$ cat src/rtl/wb_fifo_xfer_ctrl_pkg.sv
// Shared types and constants for the FIFO-to-Wishbone transfer controller.
package wb_fifo_pkg;

   typedef enum logic [2:0] {
      ST_IDLE,
      ST_POLL,
      ST_RD,
      ST_WR,
      ST_DONE
   } xfer_state_e;

   localparam logic [31:0] STAT_ADR_DEF = 32'h0100_0000;
   localparam logic [31:0] DATA_ADR_DEF = 32'h0000_0000;

   // The FIFO fill level sits in the status word starting at this bit.
   localparam int STAT_LVL_LSB = 0;

endpackage

$ cat src/rtl/wb_fifo_xfer_ctrl_if.sv
// Wishbone classic bus bundle; signal suffixes are from the master's point of view.
interface wb_fifo_xfer_ctrl_if;
   logic [31:0] adr_o;
   logic [31:0] dat_o;
   logic [31:0] dat_i;
   logic [3:0]  sel_o;
   logic        we_o;
   logic        cyc_o;
   logic        stb_o;
   logic        ack_i;
   logic        err_i;

   modport master (
      output adr_o, dat_o, sel_o, we_o, cyc_o, stb_o,
      input  dat_i, ack_i, err_i
   );

   modport slave (
      input  adr_o, dat_o, sel_o, we_o, cyc_o, stb_o,
      output dat_i, ack_i, err_i
   );
endinterface

$ cat src/rtl/wb_fifo_xfer_ctrl_master_port.sv
// wb_master_port: one Wishbone classic-cycle master. A request while idle
// registers address/data and raises cyc/stb; both drop the cycle after ack or err.
module wb_master_port (
   input  logic                       clk_i,
   input  logic                       rst_i,
   input  logic                       req_i,
   input  logic                       we_i,
   input  logic [31:0]                adr_i,
   input  logic [31:0]                dat_i,
   output logic                       ack_o,
   output logic                       err_o,
   output logic [31:0]                rdat_o,
   wb_fifo_xfer_ctrl_if.master        wb
);

   logic        cyc_q, cyc_d;
   logic        we_q, we_d;
   logic [31:0] adr_q, adr_d;
   logic [31:0] dat_q, dat_d;
   logic [3:0]  sel_q, sel_d;

   // Start a cycle on request, end it on any response
   always_comb begin
      cyc_d = cyc_q;
      we_d  = we_q;
      adr_d = adr_q;
      dat_d = dat_q;
      sel_d = sel_q;
      if (cyc_q) begin
         if (wb.ack_i || wb.err_i) begin
            cyc_d = 1'b0;
            we_d  = 1'b0;
         end
      end else if (req_i) begin
         cyc_d = 1'b1;
         we_d  = we_i;
         adr_d = adr_i;
         dat_d = dat_i;
         sel_d = 4'hF;
      end
   end

   // Bus-side registers
   always_ff @(posedge clk_i) begin
      if (rst_i) begin
         cyc_q <= 1'b0;
         we_q  <= 1'b0;
         adr_q <= '0;
         dat_q <= '0;
         sel_q <= '0;
      end else begin
         cyc_q <= cyc_d;
         we_q  <= we_d;
         adr_q <= adr_d;
         dat_q <= dat_d;
         sel_q <= sel_d;
      end
   end

   assign wb.cyc_o = cyc_q;
   assign wb.stb_o = cyc_q;
   assign wb.we_o  = we_q;
   assign wb.adr_o = adr_q;
   assign wb.dat_o = dat_q;
   assign wb.sel_o = sel_q;

   // An error wins over a simultaneous ack
   assign err_o  = cyc_q & wb.err_i;
   assign ack_o  = cyc_q & wb.ack_i & ~wb.err_i;
   assign rdat_o = wb.dat_i;

endmodule

$ cat src/rtl/wb_fifo_xfer_ctrl.sv
// wb_fifo_xfer_ctrl: moves len_i words from a status-polled FIFO read port to
// consecutive destination addresses, one status read per batch of available words.
// Optional feature: define WB_FIFO_XFER_TIMEOUT_EN to abort after TIMEOUT
// consecutive polls that yield no credit.
//
// state | meaning
// IDLE  | waiting for start_i
// POLL  | reading FIFO status to learn how many words may be taken
// RD    | popping one word into the holding register
// WR    | writing the holding register to the destination
// DONE  | one-cycle completion / abort pulse
module wb_fifo_xfer_ctrl
   import wb_fifo_pkg::*;
#(
   parameter int          FIFO_ADR_W = 9,
   parameter int          LEN_W      = 16,
   parameter logic [31:0] STAT_ADR   = STAT_ADR_DEF,
   parameter logic [31:0] DATA_ADR   = DATA_ADR_DEF,
   parameter int          TIMEOUT    = 1024
) (
   input  logic                clk_i,
   input  logic                rst_i,
   input  logic                start_i,
   input  logic [LEN_W-1:0]    len_i,
   input  logic [31:0]         dst_adr_i,
   output logic                busy_o,
   output logic                done_o,
   output logic                err_o,
   wb_fifo_xfer_ctrl_if.master src_wb,
   wb_fifo_xfer_ctrl_if.master dst_wb
);

   localparam int LVL_W = FIFO_ADR_W + 1;

   xfer_state_e      state_q, state_d;
   logic [LEN_W-1:0] rem_q, rem_d;
   logic [LEN_W-1:0] credit_q, credit_d;
   logic [31:0]      dst_adr_q, dst_adr_d;
   logic [31:0]      hold_q, hold_d;
   logic             abort_q, abort_d;

   logic             src_req, src_ack, src_err;
   logic             dst_req, dst_ack, dst_err;
   logic [31:0]      src_adr, src_rdat, dst_rdat_unused;
   logic [LVL_W-1:0] level;
   logic [LEN_W-1:0] credit_new;
   logic             poll_expired;

   // Credit never exceeds what is still owed for this transfer
   assign level      = src_rdat[STAT_LVL_LSB +: LVL_W];
   assign credit_new = (32'(level) < 32'(rem_q)) ? LEN_W'(level) : rem_q;

`ifdef WB_FIFO_XFER_TIMEOUT_EN
   logic [31:0] poll_cnt_q, poll_cnt_d;

   // Down-counter of empty polls still tolerated; reloaded on start and on any credit
   always_comb begin
      poll_cnt_d = poll_cnt_q;
      if (state_q == ST_IDLE) begin
         poll_cnt_d = 32'(TIMEOUT - 1);
      end else if (state_q == ST_POLL && src_ack) begin
         if (credit_new != '0)
            poll_cnt_d = 32'(TIMEOUT - 1);
         else if (poll_cnt_q != '0)
            poll_cnt_d = poll_cnt_q - 32'd1;
      end
   end

   // Poll counter register
   always_ff @(posedge clk_i) begin
      if (rst_i) poll_cnt_q <= '0;
      else       poll_cnt_q <= poll_cnt_d;
   end

   assign poll_expired = (poll_cnt_q == '0);
`else
   logic unused_timeout;
   assign unused_timeout = (TIMEOUT == 0);
   assign poll_expired   = 1'b0;
`endif

   // State and datapath registers
   always_ff @(posedge clk_i) begin
      if (rst_i) begin
         state_q   <= ST_IDLE;
         rem_q     <= '0;
         credit_q  <= '0;
         dst_adr_q <= '0;
         hold_q    <= '0;
         abort_q   <= 1'b0;
      end else begin
         state_q   <= state_d;
         rem_q     <= rem_d;
         credit_q  <= credit_d;
         dst_adr_q <= dst_adr_d;
         hold_q    <= hold_d;
         abort_q   <= abort_d;
      end
   end

   // Next-state and datapath update
   always_comb begin
      state_d   = state_q;
      rem_d     = rem_q;
      credit_d  = credit_q;
      dst_adr_d = dst_adr_q;
      hold_d    = hold_q;
      abort_d   = abort_q;
      case (state_q)
         ST_IDLE: begin
            abort_d = 1'b0;
            if (start_i) begin
               rem_d     = len_i;
               credit_d  = '0;
               dst_adr_d = dst_adr_i;
               state_d   = (len_i == '0) ? ST_DONE : ST_POLL;
            end
         end
         ST_POLL: begin
            if (src_err) begin
               abort_d = 1'b1;
               state_d = ST_DONE;
            end else if (src_ack) begin
               credit_d = credit_new;
               if (credit_new != '0) begin
                  state_d = ST_RD;
               end else if (poll_expired) begin
                  abort_d = 1'b1;
                  state_d = ST_DONE;
               end
            end
         end
         ST_RD: begin
            if (src_err) begin
               abort_d = 1'b1;
               state_d = ST_DONE;
            end else if (src_ack) begin
               hold_d   = src_rdat;
               credit_d = credit_q - LEN_W'(1);
               rem_d    = rem_q - LEN_W'(1);
               state_d  = ST_WR;
            end
         end
         ST_WR: begin
            if (dst_err) begin
               abort_d = 1'b1;
               state_d = ST_DONE;
            end else if (dst_ack) begin
               dst_adr_d = dst_adr_q + 32'd4;
               if (credit_q != '0)   state_d = ST_RD;
               else if (rem_q != '0) state_d = ST_POLL;
               else                  state_d = ST_DONE;
            end
         end
         ST_DONE: state_d = ST_IDLE;
         default: state_d = ST_IDLE;
      endcase
   end

   // Bus requests and status outputs decoded from state
   always_comb begin
      src_req = 1'b0;
      src_adr = DATA_ADR;
      dst_req = 1'b0;
      busy_o  = (state_q != ST_IDLE);
      done_o  = (state_q == ST_DONE);
      err_o   = (state_q == ST_DONE) && abort_q;
      case (state_q)
         ST_POLL: begin
            src_req = 1'b1;
            src_adr = STAT_ADR;
         end
         ST_RD:   src_req = 1'b1;
         ST_WR:   dst_req = 1'b1;
         default: ;
      endcase
   end

   wb_master_port u_src_port (
      .clk_i  (clk_i),
      .rst_i  (rst_i),
      .req_i  (src_req),
      .we_i   (1'b0),
      .adr_i  (src_adr),
      .dat_i  (32'h0),
      .ack_o  (src_ack),
      .err_o  (src_err),
      .rdat_o (src_rdat),
      .wb     (src_wb)
   );

   wb_master_port u_dst_port (
      .clk_i  (clk_i),
      .rst_i  (rst_i),
      .req_i  (dst_req),
      .we_i   (1'b1),
      .adr_i  (dst_adr_q),
      .dat_i  (hold_q),
      .ack_o  (dst_ack),
      .err_o  (dst_err),
      .rdat_o (dst_rdat_unused),
      .wb     (dst_wb)
   );

endmodule
$ cat src/flat_wrapper.sv
// flat-port wrapper written by rule: the top's interface ports become plain ports
module wb_fifo_xfer_ctrl_flat import wb_fifo_pkg::*;
#(
   parameter int          FIFO_ADR_W = 9,
   parameter int          LEN_W      = 16,
   parameter logic [31:0] STAT_ADR   = STAT_ADR_DEF,
   parameter logic [31:0] DATA_ADR   = DATA_ADR_DEF,
   parameter int          TIMEOUT    = 1024
)
  (clk_i, rst_i, start_i, len_i, dst_adr_i, busy_o, done_o, err_o, src_wb_adr_o, src_wb_dat_o, src_wb_sel_o, src_wb_we_o, src_wb_cyc_o, src_wb_stb_o, src_wb_dat_i, src_wb_ack_i, src_wb_err_i, dst_wb_adr_o, dst_wb_dat_o, dst_wb_sel_o, dst_wb_we_o, dst_wb_cyc_o, dst_wb_stb_o, dst_wb_dat_i, dst_wb_ack_i, dst_wb_err_i);
  wb_fifo_xfer_ctrl_if src_wb_i ();
  wb_fifo_xfer_ctrl_if dst_wb_i ();
  input  logic clk_i;
  input  logic rst_i;
  input  logic start_i;
  input  logic [LEN_W-1:0] len_i;
  input  logic [31:0] dst_adr_i;
  output logic busy_o;
  output logic done_o;
  output logic err_o;
  output wire logic [$bits(src_wb_i.adr_o)-1:0] src_wb_adr_o;
  output wire logic [$bits(src_wb_i.dat_o)-1:0] src_wb_dat_o;
  output wire logic [$bits(src_wb_i.sel_o)-1:0] src_wb_sel_o;
  output wire logic [$bits(src_wb_i.we_o)-1:0] src_wb_we_o;
  output wire logic [$bits(src_wb_i.cyc_o)-1:0] src_wb_cyc_o;
  output wire logic [$bits(src_wb_i.stb_o)-1:0] src_wb_stb_o;
  input wire logic [$bits(src_wb_i.dat_i)-1:0] src_wb_dat_i;
  input wire logic [$bits(src_wb_i.ack_i)-1:0] src_wb_ack_i;
  input wire logic [$bits(src_wb_i.err_i)-1:0] src_wb_err_i;
  output wire logic [$bits(dst_wb_i.adr_o)-1:0] dst_wb_adr_o;
  output wire logic [$bits(dst_wb_i.dat_o)-1:0] dst_wb_dat_o;
  output wire logic [$bits(dst_wb_i.sel_o)-1:0] dst_wb_sel_o;
  output wire logic [$bits(dst_wb_i.we_o)-1:0] dst_wb_we_o;
  output wire logic [$bits(dst_wb_i.cyc_o)-1:0] dst_wb_cyc_o;
  output wire logic [$bits(dst_wb_i.stb_o)-1:0] dst_wb_stb_o;
  input wire logic [$bits(dst_wb_i.dat_i)-1:0] dst_wb_dat_i;
  input wire logic [$bits(dst_wb_i.ack_i)-1:0] dst_wb_ack_i;
  input wire logic [$bits(dst_wb_i.err_i)-1:0] dst_wb_err_i;
  assign src_wb_adr_o = src_wb_i.adr_o;
  assign src_wb_dat_o = src_wb_i.dat_o;
  assign src_wb_sel_o = src_wb_i.sel_o;
  assign src_wb_we_o = src_wb_i.we_o;
  assign src_wb_cyc_o = src_wb_i.cyc_o;
  assign src_wb_stb_o = src_wb_i.stb_o;
  assign src_wb_i.dat_i = src_wb_dat_i;
  assign src_wb_i.ack_i = src_wb_ack_i;
  assign src_wb_i.err_i = src_wb_err_i;
  assign dst_wb_adr_o = dst_wb_i.adr_o;
  assign dst_wb_dat_o = dst_wb_i.dat_o;
  assign dst_wb_sel_o = dst_wb_i.sel_o;
  assign dst_wb_we_o = dst_wb_i.we_o;
  assign dst_wb_cyc_o = dst_wb_i.cyc_o;
  assign dst_wb_stb_o = dst_wb_i.stb_o;
  assign dst_wb_i.dat_i = dst_wb_dat_i;
  assign dst_wb_i.ack_i = dst_wb_ack_i;
  assign dst_wb_i.err_i = dst_wb_err_i;
  wb_fifo_xfer_ctrl #(.FIFO_ADR_W(FIFO_ADR_W), .LEN_W(LEN_W), .STAT_ADR(STAT_ADR), .DATA_ADR(DATA_ADR), .TIMEOUT(TIMEOUT)) u_core (.clk_i(clk_i), .rst_i(rst_i), .start_i(start_i), .len_i(len_i), .dst_adr_i(dst_adr_i), .busy_o(busy_o), .done_o(done_o), .err_o(err_o), .src_wb(src_wb_i), .dst_wb(dst_wb_i));
endmodule
$ cat config.mk
export PLATFORM = sky130hd
export DESIGN_NAME = wb_fifo_xfer_ctrl_flat
export DESIGN_NICKNAME = d
export VERILOG_FILES = /design/src/rtl/wb_fifo_xfer_ctrl_pkg.sv /design/src/rtl/wb_fifo_xfer_ctrl_if.sv /design/src/rtl/wb_fifo_xfer_ctrl_master_port.sv /design/src/rtl/wb_fifo_xfer_ctrl.sv /design/src/flat_wrapper.sv
export SDC_FILE = /design/constraint.sdc
export NUM_CORES = 1
export LEC_CHECK = 0
export BUFFER_PORTS_ARGS = -buffer_cell sky130_fd_sc_hd__buf_2
export CAP_MARGIN = 20
export CORE_MARGIN = 5
export CORE_UTILIZATION = 55
export DETAILED_ROUTE_END_ITERATION = 6
export GPL_TIMING_DRIVEN = 0
export PLACE_DENSITY = 0.82
export SKIP_CTS_REPAIR_TIMING = 1
export SYNTH_ARGS = -nofsm -noshare
export SYNTH_HDL_FRONTEND = slang
export SYNTH_SLANG_ARGS = --single-unit
$ cat constraint.sdc
create_clock -name clk_i -period 7.3 [get_ports clk_i]
set_clock_uncertainty 0.2 [all_clocks]
set_input_delay 0.73 -clock clk_i [delete_from_list [all_inputs] [get_ports clk_i]]
set_output_delay 0.73 -clock clk_i [all_outputs]
set_load 0.02 [all_outputs]
# Word level (Yosys, flattened, before mapping)
# Index checks and enable logic that the tools add are counted.
# word_totals
reg_bits	202
inputBits	119
output_inout_bits	145
wordCells	120
# classes
n_addsub	3
order_cmp	1
n_eq_ne	19
n_mux	45
bitwise_logic	11
n_reduce_logical	26
# op_table
operator	n
$mux W16	9
$mux W32	3
$pmux W32 S2	1
$pmux W16 S3	1
$reduce_bool A16 Y1	3
$mux W3	11
$add A32 B3 Y32 const B	1
$pmux W16 S2	1
$sub A16 B1 Y16 const B	2
$mux W25	1
$logic_not A16 Y1	1
$lt A10 B16 Y1	1
$mux W1	16
$ne A2 B1 Y1 const B	7
$ne A3 B1 Y1 const B	4
$pmux W3 S4	1
$reduce_bool A3 Y1	3
$ne A2 B2 Y1 const B	4
$reduce_and A2 Y1	4
$reduce_and A4 Y1	2
$reduce_bool A2 Y1	4
$and A1 B1 Y1	6
$eq A3 B2 Y1 const B	2
$reduce_and A3 Y1	2
10 further kinds	15

# Depth between registers and ports, before layout
# Gate-level depths: netlist of run 1.
# depth
depth_word	7
ltp_mapped	9
depth_no_buf	8

# Cells and area by module
# From an unflattened synthesis of run 1, not the netlist that was laid out.
# unflattened
hier_cells	1433
area_unflattened_um2	10963.0
# by_module_without_submodules
mod	instances	cells_per_inst	area_per_inst_um2	seq_area_each_um2
wb_fifo_xfer_ctrl	1	775	5657.9	2001.9
wb_master_port	2	329	2652.5	1341.3

# Worst setup path after synthesis of run 1
# No wires, ideal clock.
# synth_path
path_kind	input to register
start	input src_wb_dat_i[8]
end	register u_core.state_q[1]
setup_time_ns	0.122
t_arrival_ns	2.331
required_ns	6.978
setup_slack_ns	4.648
cell_stages	6
path_buffers	0
path_cell_list	ha_1 -> o21a_1 -> o211ai_1 -> nor3_1 -> a221o_1 -> o311a_1
# synth_via
elab_chain_cells	5
# synth_lines
element	line	source
start: declaration	flat_wrapper.sv:27	input wire logic [$bits(src_wb_i.dat_i)-1:0] src_wb_dat_i;
$lt A10 B16 Y1	wb_fifo_xfer_ctrl.sv:51	assign credit_new = (32'(level) < 32'(rem_q)) ? LEN_W'(level) : rem_q;
$mux W16 *	wb_fifo_xfer_ctrl.sv:51	
$reduce_bool A16 Y1 *	wb_fifo_xfer_ctrl.sv:125	if (credit_new != '0) begin
$ne A3 B1 Y1 (no line) *	--	
$reduce_and A5 Y1 (no line) *	--	
end signal: assignment	wb_fifo_xfer_ctrl.sv:92	state_q <= state_d;
end: declaration	wb_fifo_xfer_ctrl.sv:35	xfer_state_e state_q, state_d;
# Every way passes the cells marked *; elsewhere a longest branch is shown, timed or not.
# A chain may end at the register's enable or synchronous reset.

# Final worst setup path of run 1
# layout_path
start	register u_core.state_q[1]
end	register u_core.rem_q[9]
# layout_via
elab_chain_cells	3
word_cells_on_any_way	8
cone_classes	4 x eq/ne; 1 x mux; 3 x reduce/logical
# layout_lines
element	line	source
$eq A3 B2 Y1 / $logic_not A3 Y1 (equally long branches)	wb_fifo_xfer_ctrl.sv:109	case (state_q)
$ne A2 B1 Y1 (no line), or another cell as far along	--	
$reduce_and A4 Y1 (no line)	--	
end signal: assignment	wb_fifo_xfer_ctrl.sv:93	rem_q <= rem_d;
end: declaration	wb_fifo_xfer_ctrl.sv:36	logic [LEN_W-1:0] rem_q, rem_d;
# Parallel ways exist; a longest one is shown, timed or not.

==> results_dict.tcl, run 1 <==
set metrics [dict create \
    r2r_cells 7 \
    rsz0062_at_grt "false" \
    die_area_sq_um 18350 \
    cts_buffers 17 \
    hold_class "reg2reg" \
    power_density_nw_per_um2 304.5 \
    grt_max_degree 17 \
    outcome "complete, no violations" \
    p_leak_nw 4.342 \
    pre_cts_ws_ns 4.235 \
    fillers 1323 \
    worstHoldStart "u_core.u_dst_port.wb.adr_o[14]$_SDFFE_PP0P_" \
    cts_buffer_depth 2 \
    die_height_um 135.5 \
    internal_power_mw 1.969 \
    cp_cell_sequence "or3b_1, clkbuf_1, nor2_1, a21oi_1, clkbuf_1, o21ai_0, a21oi_1" \
    antenna_found_initial 3 \
    grt_pass1_vias 8593 \
    synthTopCellsByArea "dfxtp_1, nand2_1, a21oi_1" \
    power.total_mw 3.216 \
    syn_inst 1155 \
    synth_top_cell_by_area "dfxtp_1" \
    rr_startpoint "u_core.state_q[1]$_SDFFE_PP0P_" \
    crit_family "simple AND/OR/NAND/NOR gates" \
    detail_route.wl_per_cell_um 16.99 \
    cts_root_buf "clkbuf_16" \
    cap_violations 0 \
    end_kind "flip-flop" \
    multiInputGateArea_sq_um 4569 \
    swShare 0.3876 \
    clock.fmax_mhz 340.6 \
    fin_crit_ns 2.936 \
    fin_setup_tns_ns 0 \
    ioPinCount 264 \
    regToRegEndpoint "u_core.rem_q[9]$_SDFFE_PP0P_" \
    dpl.hpwl_um 19970 \
    vias 9317 \
    core_sq_um 15310 \
    seqCellArea_sq_um 3403 \
    setup_violations 0 \
    critPathKind "reg2reg" \
    worst_path_max_delay_cell "nor2_1" \
    worstMarginPinSlew_ns 0.9601 \
    hold_viol 0 \
    yosys-top-cells-count "nand2_1, dfxtp_1, a21oi_1, nor2_1, buf_4" \
    drc_errors 0 \
    grt_use_total 0.2930 \
    whs_path_depth 2 \
    synth_area_sq_um 8657 \
    fin_ws_ns 4.364 \
    area_growth_pct 22.00 \
    seq_power_share 0.359 \
    cp_max_fo 10 \
    fin_nets 1534 \
    path_buf_inv 2 \
    min_period_over_period 0.4022 \
    die_x_um 135.5 \
    async_flop_share 0 \
    vias_per_cell 5.726 \
    htree_levels 4 \
    ys_warn_count 0 \
    crit_arrival_ns 3.03 \
    reg2reg_slack_ns 4.36 \
    crit_required_ns 7.39 \
    synth.avg_cell_area_sq_um 7.495 \
    maxSlewHeadroom 0.3599 \
    clkPwrFrac 0.277 \
    drt-initial-drc-count 1061 \
    dp_cells 1595 \
    grt_remaining_overflow 0 \
    initial_utilization 0.5653 \
    cp-start-kind "flip-flop" \
    synth_enable_flop_cells 0 \
    antenna_left 0 \
    clkLatencyLatePin_ns 0.43 \
    grt_pass1_wl_um 43210 \
    combPwrFrac 0.364 \
    first_pass_iters 5 \
    synth_cell_types 72 \
    synth_flop_cell "dfxtp_1" \
    slowest_delay_ns 0.67 \
    gp_routability_congestion 0.9548 \
    drive_above_1_share 0.2133 \
    cts_tree "built" \
    rows 45 \
    antenna_cells 0 \
    layout.cells.non_filler 1627 \
    synth_top_area_share 0.3931 \
    portBuffers 166 \
    drt_wl_total_um 27650 \
    ys_ff_latch 170 \
    slew_violations 0 \
    peakVddDrop_mv 0.2111 \
    min_to "u_core.u_dst_port.wb.adr_o[14]$_SDFFE_PP0P_" \
    yosysSeqAreaShare 0.3931 \
    p_sw_mw 1.246 \
    clk_pin_slew_ns 0.07 \
    cts_sinks 170 \
    yosysMostFrequentCell "nand2_1" \
]
logic make-up (layout without fill, tap and decap cells):
family                     after synthesis  in the layout  synth area share
AOI/OAI and AO/OA                      336            336            0.2343
xor gates and xnor gates                 2              2          0.002024
adders and majority gates               12             12           0.01734
buffers and inverters                  169            367            0.1064
DFF                                    170            170            0.3931
muxes                                    2              2          0.002313
other                                    1             64         0.0004332
and+or+nand+nor                        463            463            0.2441
worst max-delay path by stage:
stage / startpoint / end / slack [ns] / cells past startpoint
CTS: u_core.state_q[1]$_SDFFE_PP0P_ / u_core.rem_q[9]$_SDFFE_PP0P_ / 4.44 / 7
finish: u_core.state_q[1]$_SDFFE_PP0P_ / u_core.rem_q[9]$_SDFFE_PP0P_ / 4.36 / 7
floorplan: src_wb_dat_i[8] / u_core.state_q[1]$_SDFFE_PP0P_ / 4.65 / 6
global route: u_core.state_q[2]$_SDFFE_PP0P_ / u_core.dst_adr_q[5]$_SDFFE_PP0P_ / 4.08 / 7
global placement: src_wb_dat_i[8] / u_core.state_q[1]$_SDFFE_PP0P_ / 4.25 / 7
detailed placement: src_wb_dat_i[8] / u_core.state_q[1]$_SDFFE_PP0P_ / 4.23 / 7
registers in the layout, summed over array words and instances, names as in the netlist, 3 cells and up:
signal,cells
u_core.credit_q,16
u_core.hold_q,32
u_core.state_q,3
u_core.rem_q,16
u_core.u_dst_port.wb.dat_o,32
u_core.u_dst_port.wb.adr_o,32
u_core.dst_adr_q,32
per-stage QoR:
step / cell area [sq um] / hold WS [ns] / utilization
2_1_floorplan: 8894 / 0.2321 / -
3_3_place_gp: 9988 / 0.2389 / 0.6522
3_5_place_dp: 9988 / 0.2415 / 0.6522
4_1_cts: 10560 / 0.2504 / 0.6896
5_1_grt: 10560 / 0.2560 / 0.6896
6_report: 10560 / 0.2499 / 0.6896
power by group through the flow:
stage	clock, mW	combinational [mW]	sequential (mW)
6_report	0.891	1.17	1.15
3_3_place_gp	0	1.11	1.16
3_5_place_dp	0	1.13	1.17
4_1_cts	0.894	1.14	1.15
2_1_floorplan	0	0.836	1.15
5_1_grt	0.932	1.29	1.17
cell usage in the layout (no fill, tap or decap), types with 9 or more instances in the layout:
| master | instances |
|---|---|
| a211oi_1 | 14 |
| a21oi_1 | 168 |
| a22oi_1 | 10 |
| a31oi_1 | 10 |
| buf_2 | 171 |
| buf_4 | 72 |
| clkbuf_1 | 66 |
| clkbuf_16 | 17 |
| conb_1 | 64 |
| dfxtp_1 | 170 |
| ha_1 | 12 |
| inv_1 | 21 |
| nand2_1 | 263 |
| nand3_1 | 31 |
| nand4_1 | 13 |
| nor2_1 | 74 |
| nor3_1 | 21 |
| nor4_1 | 15 |
| o21ai_0 | 52 |
| o22ai_1 | 13 |
| o31ai_1 | 9 |
layer usage:
layer | vias up | share of wire | GRT usage
met1 | 4226 | 0.38 | 0.3706
met3 | 78 | 0.12 | 0.07912
met5 | - | 0.0011 | 0
li1 | 4423 | - | -
met4 | 6 | 0.030 | 0.1114
met2 | 584 | 0.47 | 0.4784
tightest hold or removal path, delay by kind of cell, from the launching register on:
family	cells	cell delay (ns)
compound gates	1	0.05
simple gates	1	0.05
flops	1	0.30
final cells by class:
| type | instances | share of cell area |
|---|---|---|
| multi-input combinational | 879 | 0.4326 |
| sequential | 170 | 0.3222 |
| buffer | 148 | 0.07973 |
| timing repair buffer | 166 | 0.07866 |
| clock buffer | 22 | 0.04300 |
| tap | 211 | 0.02500 |
| clock inverter | 10 | 0.01125 |
| inverter | 21 | 0.007464 |
No activity file was read; power rests on OpenSTA's default activity.
==> run 2, diff against run 1 <==
--- a/config.mk
+++ b/config.mk
@@ -8,10 +8,10 @@
 export BUFFER_PORTS_ARGS = -buffer_cell sky130_fd_sc_hd__buf_2
 export CAP_MARGIN = 20
 export CORE_MARGIN = 5
-export CORE_UTILIZATION = 55
+export CORE_UTILIZATION = 52
 export DETAILED_ROUTE_END_ITERATION = 6
 export GPL_TIMING_DRIVEN = 0
-export PLACE_DENSITY = 0.82
+export PLACE_DENSITY = 0.78
 export SKIP_CTS_REPAIR_TIMING = 1
 export SYNTH_ARGS = -nofsm -noshare
 export SYNTH_HDL_FRONTEND = slang
==> constraint.sdc (replaced) <==
create_clock -name clk_i -period 2.8 [get_ports clk_i]
set_clock_uncertainty 0.2 [all_clocks]
set_input_delay 0.28 -clock clk_i [delete_from_list [all_inputs] [get_ports clk_i]]
set_output_delay 0.28 -clock clk_i [all_outputs]
set_load 0.02 [all_outputs]
==> results_dict.tcl, run 2 (synthesized netlist as in run 1, its figures left out) <==
set metrics [dict create \
    dp_cells 1604 \
    clkLatencyLatePin_ns 0.44 \
    grt_pass1_vias 8676 \
    die_x_um 139.0 \
    power_density_nw_per_um2 774.6 \
    fillers 1417 \
    die_height_um 139.0 \
    die_area_sq_um 19330 \
    cp_max_fo 10 \
    first_pass_iters 7 \
    antenna_left 0 \
    ioPinCount 264 \
    area_growth_pct 27.69 \
    maxSlewHeadroom 0.4181 \
    rows 47 \
    dpl.hpwl_um 20070 \
    combPwrFrac 0.371 \
    crit_arrival_ns 2.88 \
    fin_nets 1579 \
    drc_errors 0 \
    worstMarginPinSlew_ns 0.8729 \
    drt-initial-drc-count 1001 \
    antenna_found_initial 2 \
    crit_required_ns 2.91 \
    fin_setup_tns_ns 0 \
    vias 9485 \
    cts_root_buf "clkbuf_16" \
    internal_power_mw 5.233 \
    layout.cells.non_filler 1682 \
    vias_per_cell 5.639 \
    fin_crit_ns 2.771 \
    cts_buffers 17 \
    clk_pin_slew_ns 0.07 \
    grt_use_total 0.2743 \
    end_kind "flip-flop" \
    grt_pass1_wl_um 43780 \
    portBuffers 166 \
    p_sw_mw 3.330 \
    grt_max_degree 17 \
    slew_violations 0 \
    drt_wl_total_um 28250 \
    p_leak_nw 4.562 \
    htree_levels 4 \
    core_sq_um 16470 \
    min_period_over_period 0.9897 \
    rsz0062_at_grt "true" \
    final_cell_mix "nand2_1, buf_2, dfxtp_1" \
    drive_above_1_share 0.2142 \
    initial_utilization 0.5258 \
    gp_routability_congestion 0.9448 \
    grt_remaining_overflow 0 \
    peakVddDrop_mv 0.5781 \
    cap_violations 0 \
    clock.fmax_mhz 360.8 \
    hold_class "in2reg" \
    hold_viol 3 \
    seq_power_share 0.352 \
    clkPwrFrac 0.277 \
    mostFrequentLayoutCell "nand2_1" \
    swShare 0.3889 \
    cp-start-kind "flip-flop" \
    cts_sinks 170 \
    critPathKind "reg2reg" \
    outcome "complete, but fails checks" \
    detail_route.wl_per_cell_um 16.80 \
    setup_violations 0 \
    cts_buffer_depth 2 \
    holdWs_ns -0.03684 \
    failed_checks "hold timing" \
    cts_tree "built" \
]
==> run 2: critical path: stages, from the launching register on <==
cell and delay [ns]:
dfxtp_1 0.47, or3b_1 0.17, clkbuf_1 0.25, nor2_2 0.18, a21oi_1 0.62, clkbuf_1 0.42
a2bb2oi_1 0.27, nor2_1 0.06
==> run 2: metal layers <==
| layer | GRT usage | vias to the layer above | part of all wire |
|---|---|---|---|
| met1 | 0.3497 | 4297 | 0.40 |
| li1 | - | 4518 | - |
| met4 | 0.1210 | 2 | 0.043 |
| met5 | 0 | - | 0.00046 |
| met2 | 0.4423 | 558 | 0.47 |
| met3 | 0.06724 | 110 | 0.093 |
==> run 2: power groups by stage <==
stage	combinational, mW	clock, mW	sequential [mW]
finish	3.18	2.37	3.01
floorplan	2.18	0	3.01
CTS	2.99	2.38	2.99
detailed placement	2.97	0	3.04
global route	3.47	2.48	3.05
global placement	2.93	0	3.03
==> run 2: final cells by class <==
class,instances,area [sq um],area share
Clock buffer,21,450.4,0.04075
Timing Repair Buffer,211,1274,0.1152
Inverter,21,78.83,0.007131
Clock inverter,11,132.6,0.01200
Buffer,148,847.1,0.07663
Tap cell,220,275.3,0.02490
Antenna cell,1,2.502,0.0002264
Sequential cell,170,3403,0.3079
Multi-Input combinational cell,879,4591,0.4153
==> run 2: worst paths after layout <==
kind / slack [ns] / to / start / depth (start not counted)
max: 0.03 / u_core.rem_q[2]$_SDFFE_PP0P_ / u_core.state_q[0]$_SDFFE_PP0P_ / 7
min: -0.04 / u_core.dst_adr_q[7]$_SDFFE_PP0P_ / dst_adr_i[7] / 3
max reg2reg: 0.03 / u_core.rem_q[2]$_SDFFE_PP0P_ / u_core.state_q[0]$_SDFFE_PP0P_ / 7
min reg2reg: 0.25 / u_core.u_dst_port.wb.adr_o[26]$_SDFFE_PP0P_ / u_core.u_dst_port.wb.adr_o[26]$_SDFFE_PP0P_ / 2
==> run 2: per-stage QoR <==
| stage | instance area [sq um] | total power, mW | setup slack [ns] | utilization | hold slack (ns) |
|---|---|---|---|---|---|
| after detailed placement | 10000 | 6.010 | -0.08745 | 0.6073 | 0.2417 |
| after floorplan | 8894 | 5.187 | 0.4515 | - | 0.2160 |
| after global routing | 11050 | 9.005 | -0.08246 | 0.6714 | 0.004426 |
| after global placement | 10000 | 5.959 | -0.03966 | 0.6073 | 0.2376 |
| after CTS | 10580 | 8.364 | -0.1044 | 0.6427 | -0.1283 |
| final | 11050 | 8.562 | 0.02873 | 0.6714 | -0.03684 |
==> run 3, diff against run 2 <==
--- a/config.mk
+++ b/config.mk
@@ -7,6 +7,7 @@
 export LEC_CHECK = 0
 export BUFFER_PORTS_ARGS = -buffer_cell sky130_fd_sc_hd__buf_2
 export CAP_MARGIN = 20
+export CORE_ASPECT_RATIO = 0.9
 export CORE_MARGIN = 5
 export CORE_UTILIZATION = 52
 export DETAILED_ROUTE_END_ITERATION = 6
==> results_dict.tcl, run 3 (synthesized netlist as in run 1, its figures left out) <==
set metrics [dict create \
    p_leak_nw 4.559 \
    rr_startpoint "u_core.state_q[1]$_SDFFE_PP0P_" \
    crit_required_ns 2.96 \
    reg2reg_slack_ns 0.07 \
    power_density_nw_per_um2 775.9 \
    grt_remaining_overflow 0 \
    vias_per_cell 5.671 \
    rows 44 \
    htree_levels 4 \
    slowest_delay_ns 0.49 \
    place_area_sq_um 9983 \
    drt-initial-drc-count 1086 \
    rsz0062_at_grt "true" \
    seqCellArea_sq_um 3403 \
    antenna_left 0 \
    worstHoldStart "dst_adr_i[12]" \
    failed_checks "DRC, hold timing" \
    core_sq_um 16240 \
    cap_violations 0 \
    drt_wl_total_um 28220 \
    cp-start-kind "flip-flop" \
    first_pass_iters 7 \
    die_x_um 146.0 \
    crit_family "buffers and inverters" \
    cts_root_buf "clkbuf_16" \
    gp_routability_congestion 0.9475 \
    grt_max_degree 17 \
    holdWs_ns -0.01760 \
    area_growth_pct 27.56 \
    fillers 1380 \
    cts_buffers 17 \
    hold_viol 3 \
    whs_path_depth 3 \
    worstMarginPinSlew_ns 0.7949 \
    multiInputGateArea_sq_um 4606 \
    fin_nets 1577 \
    mostFrequentLayoutCell "nand2_1" \
    drive_above_1_share 0.2166 \
    r2r_cells 8 \
    clock.fmax_mhz 366.5 \
    end_kind "flip-flop" \
    outcome "complete, but fails checks" \
    die_area_sq_um 19330 \
    antenna_found_initial 0 \
    initial_utilization 0.5331 \
    setup_violations 0 \
    antenna_cells 0 \
    regToRegEndpoint "u_core.u_dst_port.wb.dat_o[18]$_SDFFE_PP0P_" \
    grt_pass1_vias 8388 \
    cp_cell_sequence "buf_2, nand3b_1, buf_2, nor2_1, clkbuf_1, clkbuf_1, nand2_1, a21oi_1" \
    cp.depth 8 \
    crit_arrival_ns 2.89 \
    cts_buffer_depth 2 \
    detail_route.wl_per_cell_um 16.94 \
    design_area_sq_um 11040 \
    critPathKind "reg2reg" \
    clkLatencyLatePin_ns 0.44 \
    final_cell_mix "nand2_1, buf_2, dfxtp_1" \
    vias 9448 \
    grt_pass1_wl_um 43330 \
    cp_max_fo 10 \
    slew_violations 0 \
    portBuffers 166 \
    drc_errors 3 \
    die_height_um 132.4 \
    min_to "u_core.dst_adr_q[12]$_SDFFE_PP0P_" \
    ioPinCount 264 \
    fin_crit_ns 2.729 \
    hold_class "in2reg" \
    grt_use_total 0.2720 \
    dpl.hpwl_um 19970 \
    maxSlewHeadroom 0.4652 \
    cts_sinks 170 \
    peakVddDrop_mv 0.5314 \
    cts_tree "built" \
    worst_path_max_delay_cell "clkbuf_1" \
    path_buf_inv 4 \
    clk_pin_slew_ns 0.07 \
    min_period_over_period 0.9746 \
]
==> run 3: worst max-delay path by stage <==
stage,startpoint,end,slack [ns]
global placement,u_core.state_q[1]$_SDFFE_PP0P_,u_core.rem_q[4]$_SDFFE_PP0P_,-0.11
global route,u_core.state_q[1]$_SDFFE_PP0P_,u_core.u_dst_port.wb.dat_o[18]$_SDFFE_PP0P_,-0.05
CTS,u_core.state_q[1]$_SDFFE_PP0P_,u_core.rem_q[9]$_SDFFE_PP0P_,-0.12
floorplan,u_core.rem_q[1]$_SDFFE_PP0P_,u_core.state_q[1]$_SDFFE_PP0P_,0.45
finish,u_core.state_q[1]$_SDFFE_PP0P_,u_core.u_dst_port.wb.dat_o[18]$_SDFFE_PP0P_,0.07
detailed placement,u_core.state_q[1]$_SDFFE_PP0P_,u_core.rem_q[9]$_SDFFE_PP0P_,-0.09
==> run 3: stage by stage <==
| stage | cells | setup WS, ns | utilization | TNS, ns | power (mW) |
|---|---|---|---|---|---|
| detailed placement | 1591 | -0.08936 | 0.6147 | -0.4953 | 6.006 |
| global route | 1666 | -0.04755 | 0.6800 | -0.1958 | 9.024 |
| CTS | 1623 | -0.1208 | 0.6511 | -0.8422 | 8.390 |
| global placement | 1591 | -0.1061 | 0.6147 | -0.4500 | 5.956 |
| finish | 1666 | 0.07113 | 0.6800 | 0 | 8.569 |
| floorplan | 1218 | 0.4515 | - | 0 | 5.187 |
==> run 3: layout make-up <==
| cell class | count | area share |
|---|---|---|
| Inverter | 21 | 0.007138 |
| Clock inverter | 14 | 0.01462 |
| Multi-Input combinational cell | 879 | 0.4171 |
| Buffer | 148 | 0.07671 |
| Sequential cell | 170 | 0.3082 |
| Tap cell | 207 | 0.02345 |
| Timing Repair Buffer | 209 | 0.1140 |
| Clock buffer | 18 | 0.03886 |
==> run 3: power by group <==
group / switching [mW] / total, mW / internal, mW
Sequential: 0.329 / 3.02 / 2.69
Combinational: 1.98 / 3.16 / 1.17
Clock: 1.06 / 2.40 / 1.34
Total: 3.37 / 8.57 / 5.20
==> run 3: per-layer routing <==
layer  vias up  wire length, um  global-route usage
met2       543            12750              0.4182
met3        76             3108             0.08044
li1       4524                -                   -
met4         0              811              0.1014
met1      4305            11550              0.3632
met5         -                0                   0
==> run 3: tightest hold or removal path, stage by stage <==
cell and delay, ns:
buf_2 0.08, a211oi_1 0.06, nor3_1 0.15
